[src/rtl/dha_arb_pack.sv]
// Purpose: shared types, widths and helpers for the dynamic header adder source arbiter.
// Latency: n/a (declarations only).
// Backpressure: n/a.
// Contents: state_t, src_id_t, DATA_BITS / EMPTY_BITS for the default build,
//           min1_clog2() width helper and cyc_dist() round-robin distance helper.
package dha_arb_pack;

  localparam int DEF_DW_BYTES  = 4;
  localparam int DEF_NUM_SRC   = 4;
  localparam int DEF_MAX_STALL = 64;

  // Width of an index/count field that must be at least one bit wide.
  function automatic int min1_clog2(input int n);
    return (n > 1) ? $clog2(n) : 1;
  endfunction

  localparam int DATA_BITS   = 8 * DEF_DW_BYTES;
  localparam int EMPTY_BITS  = min1_clog2(DEF_DW_BYTES);
  localparam int SRC_ID_BITS = min1_clog2(DEF_NUM_SRC);

  typedef enum logic [1:0] {
    IDLE  = 2'd0,
    PKT   = 2'd1,
    ABORT = 2'd2
  } state_t;

  typedef logic [SRC_ID_BITS-1:0] src_id_t;

  // Number of steps going forward (cyclically) from 'from' to reach 'to'.
  function automatic int cyc_dist(input int from, input int to, input int n);
    return (to - from + n) % n;
  endfunction

endpackage

[src/rtl/dha_rr_pick.sv]
// Purpose: round-robin picker - first set request at or after rr_ptr_i, wrapping.
// Latency: purely combinational.
// Backpressure: none; caller decides when to register the pick.
// Ports: req_i (request vector), rr_ptr_i (priority start), found_o (any request), idx_o (winner).
module dha_rr_pick
  import dha_arb_pack::*;
#(
  parameter int NUM_SRC = DEF_NUM_SRC,
  localparam int IW = min1_clog2(NUM_SRC)
) (
  input  logic [NUM_SRC-1:0] req_i,
  input  logic [IW-1:0]      rr_ptr_i,
  output logic               found_o,
  output logic [IW-1:0]      idx_o
);

  int best;

  // Smallest cyclic distance from the pointer wins; strict '<' keeps the
  // first one found at each distance, and distances are all distinct anyway.
  always_comb begin
    found_o = 1'b0;
    idx_o   = '0;
    best    = NUM_SRC;
    for (int i = 0; i < NUM_SRC; i++) begin
      if (req_i[i] && (cyc_dist(int'(rr_ptr_i), i, NUM_SRC) < best)) begin
        best    = cyc_dist(int'(rr_ptr_i), i, NUM_SRC);
        idx_o   = IW'(i);
        found_o = 1'b1;
      end
    end
  end

endmodule

[src/rtl/dha_src_arbiter.sv]
// Purpose: packet-granular round-robin arbiter sharing one header-adder datapath among NUM_SRC sources.
// Latency: one idle (grant) cycle per packet, then zero-latency pass-through of the granted source.
// Backpressure: out_ready is forwarded combinationally to in_ready of the granted source only.
// Ports: clk/rst (sync, active-high); per-source in_valid/in_ready/in_sop/in_eop/in_data/in_empty;
//        out_valid/out_ready/out_sop/out_eop/out_data/out_empty/out_src_id/out_err to the adder; busy.
// Option: define DHA_ARB_WATCHDOG_EN to add the stall watchdog, ABORT state and per-source drain.
module dha_src_arbiter
  import dha_arb_pack::*;
#(
  parameter int DATA_WIDTH_IN_BYTES = DEF_DW_BYTES,
  parameter int NUM_SRC             = DEF_NUM_SRC,
  parameter int MAX_STALL           = DEF_MAX_STALL,
  localparam int DW_BITS = 8 * DATA_WIDTH_IN_BYTES,
  localparam int EW      = min1_clog2(DATA_WIDTH_IN_BYTES),
  localparam int IW      = min1_clog2(NUM_SRC)
) (
  input  logic                            clk,
  input  logic                            rst,
  input  logic [NUM_SRC-1:0]              in_valid,
  output logic [NUM_SRC-1:0]              in_ready,
  input  logic [NUM_SRC-1:0]              in_sop,
  input  logic [NUM_SRC-1:0]              in_eop,
  input  logic [NUM_SRC-1:0][DW_BITS-1:0] in_data,
  input  logic [NUM_SRC-1:0][EW-1:0]      in_empty,
  output logic                            out_valid,
  input  logic                            out_ready,
  output logic                            out_sop,
  output logic                            out_eop,
  output logic [DW_BITS-1:0]              out_data,
  output logic [EW-1:0]                   out_empty,
  output logic [IW-1:0]                   out_src_id,
  output logic                            out_err,
  output logic                            busy
);

  state_t          state_q, state_d;
  logic [IW-1:0]   gnt_q, gnt_d;
  logic [IW-1:0]   rr_ptr_q, rr_ptr_d;
  logic [NUM_SRC-1:0] req;
  logic            found;
  logic [IW-1:0]   pick_idx;
  logic            eop_hs;
  logic [IW-1:0]   ptr_after_gnt;
  logic            stall_hit;
  logic [NUM_SRC-1:0] drain;

`ifdef DHA_ARB_WATCHDOG_EN
  localparam int SW = $clog2(MAX_STALL + 1);

  logic [SW-1:0]      stall_q, stall_d;
  logic [NUM_SRC-1:0] drain_q, drain_d;

  // Counts consecutive PKT cycles where the granted source has no beat.
  always_comb begin
    stall_d   = '0;
    stall_hit = 1'b0;
    if (state_q == PKT && !in_valid[gnt_q]) begin
      stall_d   = stall_q + SW'(1);
      stall_hit = (int'(stall_q) + 1 == MAX_STALL);
    end
  end

  // A source aborted by the watchdog keeps sending the rest of its packet;
  // those beats are swallowed until its EOP goes by.
  always_comb begin
    drain_d = drain_q;
    for (int i = 0; i < NUM_SRC; i++) begin
      if (drain_q[i] && in_valid[i] && in_eop[i]) drain_d[i] = 1'b0;
    end
    if (stall_hit) drain_d[gnt_q] = 1'b1;
  end

  always_ff @(posedge clk) begin
    if (rst) begin
      stall_q <= '0;
      drain_q <= '0;
    end else begin
      stall_q <= stall_d;
      drain_q <= drain_d;
    end
  end

  assign drain = drain_q;
`else
  logic [31:0] unused_max_stall;
  assign unused_max_stall = 32'(MAX_STALL);
  assign stall_hit        = 1'b0;
  assign drain            = '0;
`endif

  // Only packet starts compete; draining sources sit out.
  assign req = in_valid & in_sop & ~drain;

  dha_rr_pick #(
    .NUM_SRC (NUM_SRC)
  ) u_pick (
    .req_i    (req),
    .rr_ptr_i (rr_ptr_q),
    .found_o  (found),
    .idx_o    (pick_idx)
  );

  assign eop_hs        = (state_q == PKT) && in_valid[gnt_q] && in_eop[gnt_q] && out_ready;
  assign ptr_after_gnt = (gnt_q == IW'(NUM_SRC - 1)) ? '0 : gnt_q + IW'(1);

  // State register
  always_ff @(posedge clk) begin
    if (rst) begin
      state_q  <= IDLE;
      gnt_q    <= '0;
      rr_ptr_q <= '0;
    end else begin
      state_q  <= state_d;
      gnt_q    <= gnt_d;
      rr_ptr_q <= rr_ptr_d;
    end
  end

  // Next-state logic
  always_comb begin
    state_d  = state_q;
    gnt_d    = gnt_q;
    rr_ptr_d = rr_ptr_q;
    case (state_q)
      IDLE: begin
        if (found) begin
          state_d = PKT;
          gnt_d   = pick_idx;
        end
      end
      PKT: begin
        if (eop_hs) begin
          state_d  = IDLE;
          rr_ptr_d = ptr_after_gnt;
        end else if (stall_hit) begin
          state_d = ABORT;
        end
      end
`ifdef DHA_ARB_WATCHDOG_EN
      ABORT: begin
        // The aborted packet counts as this source's turn.
        if (out_ready) begin
          state_d  = IDLE;
          rr_ptr_d = ptr_after_gnt;
        end
      end
`endif
      default: state_d = IDLE;
    endcase
  end

  // Output logic
  always_comb begin
    in_ready   = drain;
    out_valid  = 1'b0;
    out_sop    = 1'b0;
    out_eop    = 1'b0;
    out_data   = '0;
    out_empty  = '0;
    out_err    = 1'b0;
    out_src_id = gnt_q;
    busy       = (state_q != IDLE);
    case (state_q)
      PKT: begin
        out_valid       = in_valid[gnt_q];
        out_sop         = in_sop[gnt_q];
        out_eop         = in_eop[gnt_q];
        out_data        = in_data[gnt_q];
        out_empty       = in_empty[gnt_q];
        in_ready[gnt_q] = out_ready;
      end
`ifdef DHA_ARB_WATCHDOG_EN
      ABORT: begin
        // Synthetic terminating beat so the adder closes the packet cleanly.
        out_valid = 1'b1;
        out_eop   = 1'b1;
        out_err   = 1'b1;
      end
`endif
      default: ;
    endcase
  end

endmodule

[config.mk]
export PLATFORM = sky130hd
export DESIGN_NAME = dha_src_arbiter
export DESIGN_NICKNAME = d
export VERILOG_FILES = /design/src/rtl/dha_arb_pack.sv /design/src/rtl/dha_rr_pick.sv /design/src/rtl/dha_src_arbiter.sv
export SDC_FILE = /design/constraint.sdc
export NUM_CORES = 1
export LEC_CHECK = 0
export BUFFER_PORTS_ARGS = -buffer_cell sky130_fd_sc_hd__buf_4
export CAP_MARGIN = 30
export CORE_AREA = 2 2 76 78
export DETAILED_ROUTE_END_ITERATION = 12
export DIE_AREA = 0 0 78 80
export PLACE_DENSITY = 0.78
export SETUP_SLACK_MARGIN = 0.2
export SYNTH_ARGS = -nofsm -noshare
export SYNTH_HDL_FRONTEND = slang
export SYNTH_SLANG_ARGS = --single-unit
[constraint.sdc]
create_clock -name clk -period 2.8 [get_ports clk]
set_clock_uncertainty 0.2 [all_clocks]
set_input_delay 0.14 -clock clk [delete_from_list [all_inputs] [get_ports clk]]
set_output_delay 0.14 -clock clk [all_outputs]
set_load 0.1 [all_outputs]
* After elaboration in Yosys (flattened, before gate mapping)
Cells that the tools add are included.
Widths: inputs -> output; s select.
** Storage, ports and cells
- Register bits after elaboration :: 6
- Output and inout bits :: 45
** Cells by class
- $add $sub $neg :: 9
- $lt $le $gt $ge :: 6
- Eq/ne operators :: 4
- Multiplexer cells :: 32
- Reductions and logical operators :: 17
- Bitwise logic cells :: 6
** Operator list (number)
- $mux 32 :: 5
- $add 32x4->32 const B :: 3
- $lt 3x32->1 :: 3
- $bmux 32 s2 :: 1
- $mux 2 :: 7
- $mux 1 :: 12
- $and 4x4->4 :: 2
- $logic_and 1x1->1 :: 8
- $reduce_or 2->1 :: 4
- $bmux 1 s2 :: 3
- $reduce_and 2->1 :: 3
- $sub 1x2->3 const A :: 2
- $sub 2x2->3 const A :: 2
- $add 3x4->5 const B :: 1
- $and 1x1->1 :: 4
- $bmux 2 s2 :: 1
- $lt 3x4->1 const B :: 1
- $mux 4 :: 1
- $ne 2x2->1 const B :: 2
- $pmux 2 s2 :: 1
- $lt 2x3->1 const B :: 1
- $add 2x1->2 const B :: 1
- $demux 1 s2 :: 1
- $eq 2x1->1 const B :: 1
- 4 further kinds :: 4

* Logic depth before layout (Yosys ltp)
Gate-level depths: netlist (run 1).
- Word-level depth :: 18
- Depth in mapped cells :: 12
- Depth with buffers taken out :: 12

* By module
A second synthesis (run 1) with hierarchy kept.
** Second synthesis, totals
- Cell total of the unflattened synthesis :: 164
- Area total of the unflattened synthesis :: 1730.4 sq um
** By module, submodules not included
- dha_src_arbiter :: seq. area each 100.1 sq um, instances 1, cells each 131, area each 1507.7 sq um
- dha_rr_pick :: seq. area each 0.0 sq um, instances 1, cells each 33, area each 222.7 sq um

* Least setup slack after synthesis (run 1)
Ideal clock, no wire load.
- Kind :: flip-flop to output port
- Start point :: reg gnt_q[1] (netlist: out_src_id[1])
- End point :: out out_data[18]
- Stages on the path, launching flop included :: 5
- Arrival time :: 2697 ps
- Setup slack :: -237 ps
- Buffers on the path :: 2
- Cell sequence :: dfxtp_1 buf_2 clkbuf_1 mux4_2 and2_1
** On the way
- Longest elaborated chain between the ends :: 3
** RTL lines
- start: declaration :: RTL line dha_src_arbiter.sv:37 : logic [IW-1:0] gnt_q, gnt_d;
- start signal: assignment :: RTL line dha_src_arbiter.sv:114 : gnt_q <= gnt_d;
- $bmux 32 s2 :: RTL line dha_src_arbiter.sv:168 : out_data = in_data[gnt_q];
- $mux 32 (implied by the code) :: RTL line dha_src_arbiter.sv:168
- $mux 32 :: RTL line dha_src_arbiter.sv:163 : case (state_q)
- end: declaration :: RTL line dha_src_arbiter.sv:29 : output logic [DW_BITS-1:0] out_data,
No other way between the ends. The select of a mux whose other input is x is not followed.

* Worst setup path after layout (run 1)
- Start point :: reg rr_ptr_q[0]
- End point :: reg gnt_q[1] (netlist: out_src_id[1])
** On the way
- Longest elaborated chain between the ends :: 17
- Elaborated cells between the ends (all ways) :: 34
** RTL lines
- start: declaration :: RTL line dha_src_arbiter.sv:38 : logic [IW-1:0] rr_ptr_q, rr_ptr_d;
- start signal: assignment :: RTL line dha_src_arbiter.sv:115 : rr_ptr_q <= rr_ptr_d;
- $sub 1x2->3 :: RTL line dha_arb_pack.sv:31 : return (to - from + n) % n;
- $add 3x4->5 :: RTL line dha_arb_pack.sv:31
- $reduce_or 2->1 (no source line)
- $and 1x1->1 (no source line)
- $lt 3x4->1 :: RTL line dha_rr_pick.sv:26 : if (req_i[i] && (cyc_dist(int'(rr_ptr_i), i, NUM_SRC) < best)) begin
- $logic_and 1x1->1 :: RTL line dha_rr_pick.sv:26
- $mux 32 :: RTL line dha_rr_pick.sv:26
- $lt 3x32->1 :: RTL line dha_rr_pick.sv:26
- $logic_and 1x1->1 :: RTL line dha_rr_pick.sv:26
- $mux 32 :: RTL line dha_rr_pick.sv:26
- $lt 3x32->1 :: RTL line dha_rr_pick.sv:26
- $logic_and 1x1->1 :: RTL line dha_rr_pick.sv:26
- $mux 32 :: RTL line dha_rr_pick.sv:26
- $lt 3x32->1 :: RTL line dha_rr_pick.sv:26
- $logic_and 1x1->1 :: RTL line dha_rr_pick.sv:26
- $mux 1 :: RTL line dha_rr_pick.sv:26
- $reduce_and 2->1 (no source line)
Several ways; a longest one is shown, not always the timed one.
A chain may end at the register's enable or synchronous reset.

==> metrics.md, run 1 <==
| Metric | Value |
|---|---|
| HP Class | in -> reg |
| Slew headroom | 0.5115 |
| Post-synth EDFFs | 0 |
| Clock Path Buffers | 2 |
| Grt ovf | 0 |
| Hpwl dp | 6399 um |
| Post-route cell area | between 3000 and 4000 um^2 |
| Area post-placement | 3214 um^2 |
| Vias in the first global route | 2279 |
| Setup CP Type | reg -> reg |
| Die Width | 78 um |
| Core ar. | around 5400 um^2 |
| 1st-pass router iterations | 4 |
| Switching pwr | 0.7245 mW |
| Slew Viols, Final | 0 |
| CTS H-Tree Depth | 1 |
| CP max stage cell | dfxtp_4 |
| Post-synth top area share | 0.5084 |
| ANT cells | 0 |
| R2R Setup Slk | approximately 0.033 ns |
| Worst Path Required | 2.71 ns |
| Antenna-violating nets left | 0 |
| # IOs | about 200 |
| Final Wtd Congestion | 0.7847 |
| Routed Wire Length | 8082 um |
| CTS buffer count | 3 |
| Die area | 6240 um^2 |
| Data arrival, critical path | 2.68 ns |
| Largest net degree at the start of global routing | 22 |
| Top_reg_cell synth | dfxtp_1 |
| Comb pwr share | 0.818 |
| Area of the mapped netlist | 1639 um^2 |
| Clock-pin slew on the worst setup and hold paths | approximately 0.040 ns |
| Clk Latency, worst-skew pair | around 0.22 ns |
| Pwr Density | 386.3 nW/um^2 |
| Max-Cap Viols | 0 |
| Starting density of the core | 0.3032 |
| Crit-path max FO | 5 |
| CP cell instances | nor2b_4 -> a32oi_2 -> ha_2 -> o211a_4 -> o31ai_4 -> o21a_1 -> ha_4 -> nor3b_1 -> a2111o_1 -> o221a_2 |
| Port bufs | slightly below 200 |
| VDD IR max | about 0.32 mV |
| CP Launch Type | flip-flop |
| Avg WL per Cell | 19.33 um |
| Yosys cell types | 35 |
| Die Ht | 80 um |
| Post-synthesis cell count | 148 |
| Number of synthesized register bits | 5 |
| Tmin final | 2.767 ns |
| Tcrit/Tclk final | 0.9883 |
| Initial antenna violation count | 0 |
| Share of layout cells above drive strength 1 | 0.8757 |
| Hold Path Depth | 4 |
| # setup viols final | 0 |
| Status | finished clean |
| Internal | 0.5897 mW |
| Switch share | 0.5513 |
| Initial drt markers | 80 |
| Vias after detailed routing | between 2000 and 2500 |
| FFs w/ async S/R, synth | 0 |
| Worst R2R Path Depth | 10 |
| CTS tree | built |
| Reg2reg end | out_src_id[1] |
| Global-route wire length before repair | 11730 um |
| R2R Path Start | rr_ptr_q[0] |
| Worst-Margin Slew | 0.7327 ns |
| Critical Path Sink Type | flip-flop |
| Final Hold Vio Count | 0 |
| Seq pwr share | 0.078 |
| Clk sinks | 5 |
| Max Fclk | 361.4 MHz |
| DRC violations left | 0 |
| RSZ-0062 raised after global routing | true |
| Avg Cell Area, Syn | 11.07 um^2 |
| Synth warn | 0 |
| Seq/Total Area, Yosys | 0.06107 |
| Nets | around 500 |
| Sink of the worst hold path | state_q[0] |
| CP max stage delay | 0.37 ns |
| Sum Neg Setup Slack | 0 ns |
| Ranking of synthesized cells by area | mux4_2, and2_1, dfxtp_1 |
| Synthesized Nets | 305 |
| DR vias/cell | around 5.2 |
| Layout area overhead | 107.6% |
| Share of power burned in the clock network | 0.104 |
| Root Driver | clkbuf_8 |
| P_leak | between 1.5 and 2 nW |
| Rows | 27 |
| HP Start | out_ready |
| GR Util All Layers | 0.2405 |
| Yosys top cell by area | mux4_2 |
[per-layer routing]
layer | vias up | routed length, um | GRT usage
met5 | - | 0 | 0
met2 | 130 | 4501 | 0.4543
li1 | 980 | - | -
met3 | 29 | 628 | 0.05543
met4 | 0 | 263 | 0.08070
met1 | 1023 | 2690 | 0.2640
[worst max-delay path: cells and delay by family, from the launching register on]
kind                     cells  cell delay, ns
flip-flops                   1            0.37
AO/OA/AOI/OAI                6            1.48
adder cells (fa/ha/maj)      2            0.39
AND/OR/NAND/NOR              2            0.21
[metrics by stage]
stage / cells / util / hold slack, ns / setup WS (ns) / total power, mW
final: 418 / 0.6294 / 0.1479 / 0.03286 / 1.314
after global routing: 418 / 0.6294 / 0.2112 / -0.02949 / 1.362
after CTS: 415 / 0.6231 / 0.1409 / 0.06735 / 1.306
after detailed placement: 406 / 0.5947 / 0.1396 / 0.01024 / 1.148
after global placement: 406 / 0.5947 / 0.1428 / 0.1287 / 1.135
after floorplan: 148 / - / 0.001655 / 0.2231 / 0.8440
[what timing repair did]
| action | in CTS | in global routing |
|---|---|---|
| endpoints found under the setup margin | 2 | 2 |
| endpoints found under the hold margin | 4 | 0 |
| setup buffers | 4 | 3 |
| pin swaps | 10 | 6 |
| hold buffers | 1 | 0 |
| resized for setup | 12 | 2 |
[how the worst max path moves through the flow]
stage / from / endpoint / slack, ns / depth (start not counted)
finish: rr_ptr_q[0] / out_src_id[1] / 0.03 / 10
global route: rr_ptr_q[0] / out_src_id[1] / -0.03 / 10
CTS: rr_ptr_q[0] / out_src_id[1] / 0.07 / 10
detailed placement: rr_ptr_q[0] / out_src_id[1] / 0.01 / 10
global placement: in_sop[0] / out_src_id[1] / 0.13 / 11
floorplan: rr_ptr_q[0] / out_src_id[1] / 0.22 / 10
[registers in the layout, indices dropped and copies added (netlist names)]
register	flops
out_src_id	2
state_q	1
rr_ptr_q	2
[kinds of logic after synthesis]
group / count (synthesis) / share of synthesized area
other: 1 / 0.002288
DFF: 5 / 0.06107
adders and majority gates: 6 / 0.04580
buffers and inverters: 20 / 0.06717
muxes: 39 / 0.5206
xor gates and xnor gates: 1 / 0.005344
and+or+nand+nor: 62 / 0.2290
AOI/OAI and AO/OA: 14 / 0.06871
[power groups by stage]
stage	registers [mW]	logic (mW)	clock network [mW]
2_1_floorplan	0.116	0.728	0
3_3_place_gp	0.104	1.03	0
3_5_place_dp	0.105	1.04	0
4_1_cts	0.103	1.06	0.139
5_1_grt	0.105	1.11	0.143
6_report	0.103	1.07	0.137
[cell usage after synthesis (2+ instances only)]
| cell type | count |
|---|---|
| buf_6 | 3 |
| inv_1 | 5 |
| or3_1 | 2 |
| buf_4 | 2 |
| nor3_1 | 2 |
| nor2_1 | 3 |
| a21oi_1 | 2 |
| and3_1 | 4 |
| mux4_2 | 37 |
| clkbuf_1 | 6 |
| buf_2 | 4 |
| mux2i_1 | 2 |
| and2_1 | 39 |
| ha_1 | 6 |
| nand2_1 | 7 |
| dfxtp_1 | 5 |
[area by class of cell]
type                            instances  area (um^2)
Tap cell                               72        90.09
Inverter                                5        18.77
Timing Repair Buffer                  209         1575
Sequential cell                         5        107.6
Clock buffer                            4        45.04
Fill cell                             459         2003
Multi-Input combinational cell        123         1565
[cells in the final DEF, fill, tap and decap left out, drive strengths merged, types with 2 or more instances in the layout]
cell type / Yosys / routed
inv: 5 / 5
nor2: 3 / 3
clkbuf: 6 / 4
a21oi: 2 / 2
mux4: 37 / 37
and2: 39 / 39
buf: 9 / 208
mux2i: 2 / 2
and3: 4 / 4
nor3: 2 / 2
ha: 6 / 6
dfxtp: 5 / 5
or3: 2 / 2
nand2: 7 / 7
No activity file was read; power rests on OpenSTA's default activity.
==> run 2, diff against run 1 <==
--- a/config.mk
+++ b/config.mk
@@ -13,3 +13,2 @@
 export PLACE_DENSITY = 0.78
-export SETUP_SLACK_MARGIN = 0.2
 export SYNTH_ARGS = -nofsm -noshare
==> constraint.sdc (replaced) <==
create_clock -name clk -period 2.8 [get_ports clk]
set_clock_uncertainty 0.2 [all_clocks]
set_input_delay 0 -clock clk [delete_from_list [all_inputs] [get_ports clk]]
set_output_delay 0 -clock clk [all_outputs]
set_load 0.1 [all_outputs]
==> metrics.md, run 2 (same netlist as run 1, synthesis figures left out) <==
| Metric | Value |
|---|---|
| Initial drt markers | between 90 and 100 |
| Antenna-violating nets left | 0 |
| Avg WL per Cell | 19.05 um |
| Die area | 6240 um^2 |
| Status | finished clean |
| P_leak | 1.566 nW |
| Vias in the first global route | 2091 |
| Die Width | 78 um |
| Crit-path max FO | 5 |
| Share of layout cells above drive strength 1 | 0.7522 |
| Worst R2R Path Depth | 10 |
| Critical Path Sink Type | flip-flop |
| Clock Path Buffers | 2 |
| Grt ovf | 0 |
| Die Ht | 80 um |
| Port bufs | 194 |
| # IOs | 196 |
| Fin util | 0.6106 |
| Tcrit/Tclk final | 0.9973 |
| RSZ-0062 raised after global routing | true |
| Core ar. | between 5000 and 6000 um^2 |
| Pwr Density | 390.6 nW/um^2 |
| Max-Cap Viols | 0 |
| Sink of the worst hold path | state_q[0] |
| Tmin final | between 2 and 3 ns |
| CP Launch Type | flip-flop |
| Routed Wire Length | 7904 um |
| Largest net degree at the start of global routing | 33 |
| # setup viols final | 0 |
| 1st-pass router iterations | 4 |
| Most common cell after layout, fill and taps aside | buf_4 |
| Slew headroom | 0.4947 |
| Slew Viols, Final | 0 |
| Vias after detailed routing | 2170 |
| CTS H-Tree Depth | 1 |
| Setup CP Type | reg -> reg |
| R2R Path Start | rr_ptr_q[0] |
| HP Start | in_valid[3] |
| Area post-placement | 3142 um^2 |
| Hold Worst Slack | 0.1325 ns |
| Max Fclk | 358.1 MHz |
| Root Driver | clkbuf_8 |
| Rows | 27 |
| ANT cells | 0 |
| Most frequent cells in the layout | buf_4, and2_1, mux4_2 |
| DR vias/cell | 5.229 |
| Worst Path Required | about 2.7 ns |
| Initial antenna violation count | 0 |
| Reg2reg end | out_src_id[1] |
| Clk sinks | 5 |
| Post-route cell area | 3301 um^2 |
| VDD IR max | around 0.28 mV |
| Nets | around 500 |
| Layout area overhead | 101.4% |
| R2R Setup Slk | 0.008 ns |
| DRC violations left | 0 |
| Worst-Margin Slew | 0.7579 ns |
| Clock-pin slew on the worst setup and hold paths | 0.04 ns |
| CTS buffer count | 3 |
| Final Hold Vio Count | 0 |
| Clk Latency, worst-skew pair | 0.23 ns |
| Final Wtd Congestion | 0.8881 |
| Hold Path Depth | 5 |
| GR Util All Layers | 0.2248 |
| HP Class | in -> reg |
| Sum Neg Setup Slack | 0 ns |
| Hpwl dp | 6293 um |
| Starting density of the core | 0.3032 |
| CTS tree | built |
| Data arrival, critical path | 2.71 ns |
| Global-route wire length before repair | 10850 um |
-- run 2: final cells by class --
class | count | area, um^2
clock buffers | 4 | 45.04
fillers | 494 | 2105
inverters | 5 | 18.77
multi-input cells | 123 | 1488
flip-flops and latches | 5 | 107.6
well taps | 72 | 90.09
repair buffers | 206 | 1551
-- run 2: worst max-delay path: stages, from the launching register on --
cell and delay, ns:
dfxtp_4 0.38, nor2b_4 0.16, a32oi_2 0.12, ha_2 0.21, o211a_1 0.26, o31ai_4 0.30, o21a_1 0.19, ha_2 0.18
nor3b_1 0.05, a2111o_1 0.37, o221a_2 0.26
-- run 2: timing repair --
action	CTS	global route
hold buffers	2	0
setup endpoints to repair	2	2
resized for setup	2	11
endpoints found under the hold margin	5	0
buffers inserted	0	4
pin swaps	0	6
-- run 2: per-layer routing --
layer  track usage  vias to the layer above  wire, um
met5             0                        -         0
met4       0.06140                        0       127
met3       0.05543                       16       669
met2        0.4147                      122      4242
met1        0.2584                     1057      2865
li1              -                      975         -
-- run 2: worst max path at each step --
stage | endpoint | slack [ns] | start
floorplan | out_data[10] | 0.01 | out_src_id[0]
global placement | out_src_id[1] | -0.02 | rr_ptr_q[0]
detailed placement | out_src_id[1] | -0.14 | rr_ptr_q[0]
CTS | out_src_id[1] | 0.003 | rr_ptr_q[0]
global route | out_src_id[1] | -0.11 | rr_ptr_q[0]
finish | out_src_id[1] | 0.008 | rr_ptr_q[0]
-- run 2: through the flow --
stage	worst slack, ns	power, mW	cells
finish	0.007549	1.289	415
detailed placement	-0.1367	1.130	405
global route	-0.1087	1.340	415
global placement	-0.02134	1.116	405
floorplan	0.01408	0.8254	148
CTS	0.003274	1.280	411
-- run 2: where the power goes --
group	switching [mW]	internal, mW
Clock	0.0434	0.0984
Combinational	0.647	0.392
Sequential	0.0309	0.0773
==> run 3, diff against run 2 <==
SETUP_SLACK_MARGIN = 0.02   (was unset)
clock period = 2.5 ns   (was 2.8 ns; I/O delays follow)
==> metrics.md, run 3 (same netlist as run 1, synthesis figures left out) <==
| Metric | Value |
|---|---|
| Final Hold Vio Count | 0 |
| Crit-path max FO | 5 |
| Area post-placement | 3308 um^2 |
| # IOs | 196 |
| Max-Cap Viols | 0 |
| Most common cell after layout, fill and taps aside | buf_4 |
| Largest net degree at the start of global routing | 24 |
| CTS H-Tree Depth | 1 |
| Port bufs | 194 |
| DR vias/cell | 5.112 |
| Max Fclk | 374.8 MHz |
| Routed Wire Length | 7835 um |
| Avg WL per Cell | 18.65 um |
| GR Util All Layers | 0.2339 |
| Rows | 27 |
| Clock Path Buffers | 2 |
| Footprint of the multi-input gates | 1572 um^2 |
| # setup viols final | 2 |
| Initial drt markers | 56 |
| Tcrit/Tclk final | 1.067 |
| Clk Latency, worst-skew pair | 0.22 ns |
| Vias in the first global route | 2211 |
| Setup CP Type | reg -> reg |
| Most frequent cells in the layout | buf_4, mux4_2, and2_2 |
| Data arrival, critical path | 2.58 ns |
| Grt ovf | 0 |
| CTS buffer count | 3 |
| Share of layout cells above drive strength 1 | 0.8707 |
| Die Ht | 80 um |
| Die Width | between 70 and 80 um |
| Worst-Margin Slew | 0.8046 ns |
| Die area | roughly 6200 um^2 |
| HP Class | in -> reg |
| Failing checks | negative setup slack |
| Hpwl dp | 6473 um |
| Core ar. | 5405 um^2 |
| Starting density of the core | 0.3032 |
| CP Launch Type | flip-flop |
| Register cell area after layout | 107.6 um^2 |
| RSZ-0062 raised after global routing | true |
| Tmin final | 2.668 ns |
| Antenna-violating nets left | 0 |
| Final worst slack | -0.1684 ns |
| Critical Path Sink Type | flip-flop |
| Clock-pin slew on the worst setup and hold paths | roughly 0.040 ns |
| VDD IR max | 0.2237 mV |
| Power Total | 1.477 mW |
| ANT cells | 0 |
| Final Wtd Congestion | 0.8825 |
| HP Start | in_valid[3] |
| FILL cells | ~470 |
| CP startpoint | rr_ptr_q[0] |
| Slew Viols, Final | 0 |
| Vias after detailed routing | 2147 |
| Root Driver | clkbuf_8 |
| Post-route cell area | 3451 um^2 |
| Global-route wire length before repair | 11230 um |
| P_leak | 1.634 nW |
| CTS tree | built |
| Pwr Density | 427.9 nW/um^2 |
| DRC violations left | 0 |
| Status | finished with violations |
| Clk sinks | 5 |
| 1st-pass router iterations | 4 |
| Fin util | 0.6384 |
| Slew headroom | 0.4636 |
| R2R Path Start | rr_ptr_q[0] |
| Initial antenna violation count | 0 |
| Layout area overhead | 110.5% |
| Nets | 506 |
| Worst Path Required | 2.41 ns |
[run 3: changes by cell type in the layout (fill, tap and decap cells not counted), moves of 3 or more]
cell,before,now
and2_1,39,3
and3_2,0,3
and3_1,4,1
and2_2,0,36
[run 3: final timing paths]
check / to / slack [ns] / depth (start not counted)
worst max-delay path: out_src_id[1] / -0.17 / 10
worst min-delay path: state_q[0] / 0.16 / 5
worst max register to register: out_src_id[1] / -0.17 / 10
worst min register to register: rr_ptr_q[0] / 0.44 / 3
[run 3: layout make-up]
type,count,share of cell area
well taps,72,0.02611
multi-input cells,123,0.4554
inverters,5,0.005439
clock buffers,4,0.01305
flip-flops and latches,5,0.03118
repair buffers,211,0.4688
[run 3: power breakdown]
| part | internal [mW] | leakage (nW) | switching (mW) |
|---|---|---|---|
| Clock | 0.110 | 0.0228 | 0.0416 |
| Sequential | 0.0867 | 0.0431 | 0.0194 |
| Combinational | 0.472 | 1.57 | 0.747 |
| Total | 0.668 | 1.63 | 0.808 |
[run 3: per-layer routing]
metal	share of wire	GRT usage
met5	0	0
met4	0.030	0.07193
met3	0.067	0.04525
met2	0.57	0.4638
met1	0.34	0.2466
[run 3: worst max-delay path, stage by stage (launching register included)]
cell      delay [ns]
dfxtp_4         0.36
nor2b_4         0.16
a32oi_2         0.14
ha_4            0.19
o211a_1         0.22
o31ai_4         0.24
o21a_1          0.21
ha_4            0.15
nor3b_2         0.05
a2111o_1        0.38
o221a_2         0.27
[run 3: what timing repair did]
| item | CTS | global route |
|---|---|---|
| setup endpoints to repair | 2 | 2 |
| gates resized for setup | 7 | 4 |
| hold endpoints to repair | 5 | 0 |
| hold buffers | 2 | 0 |
| pin swaps | 3 | 7 |
| setup buffers | 1 | 1 |
[run 3: through the flow]
step,setup slack [ns],hold WS [ns],instances,setup TNS [ns]
after floorplan,-0.03750,-0.1383,148,-0.06323
after global placement,-0.06247,-0.0008707,412,-0.09688
after detailed placement,-0.1388,-0.001361,412,-0.2197
after CTS,-0.1438,0.1228,419,-0.1438
after global routing,-0.2741,0.2487,420,-0.5009
final,-0.1684,0.1571,420,-0.3288
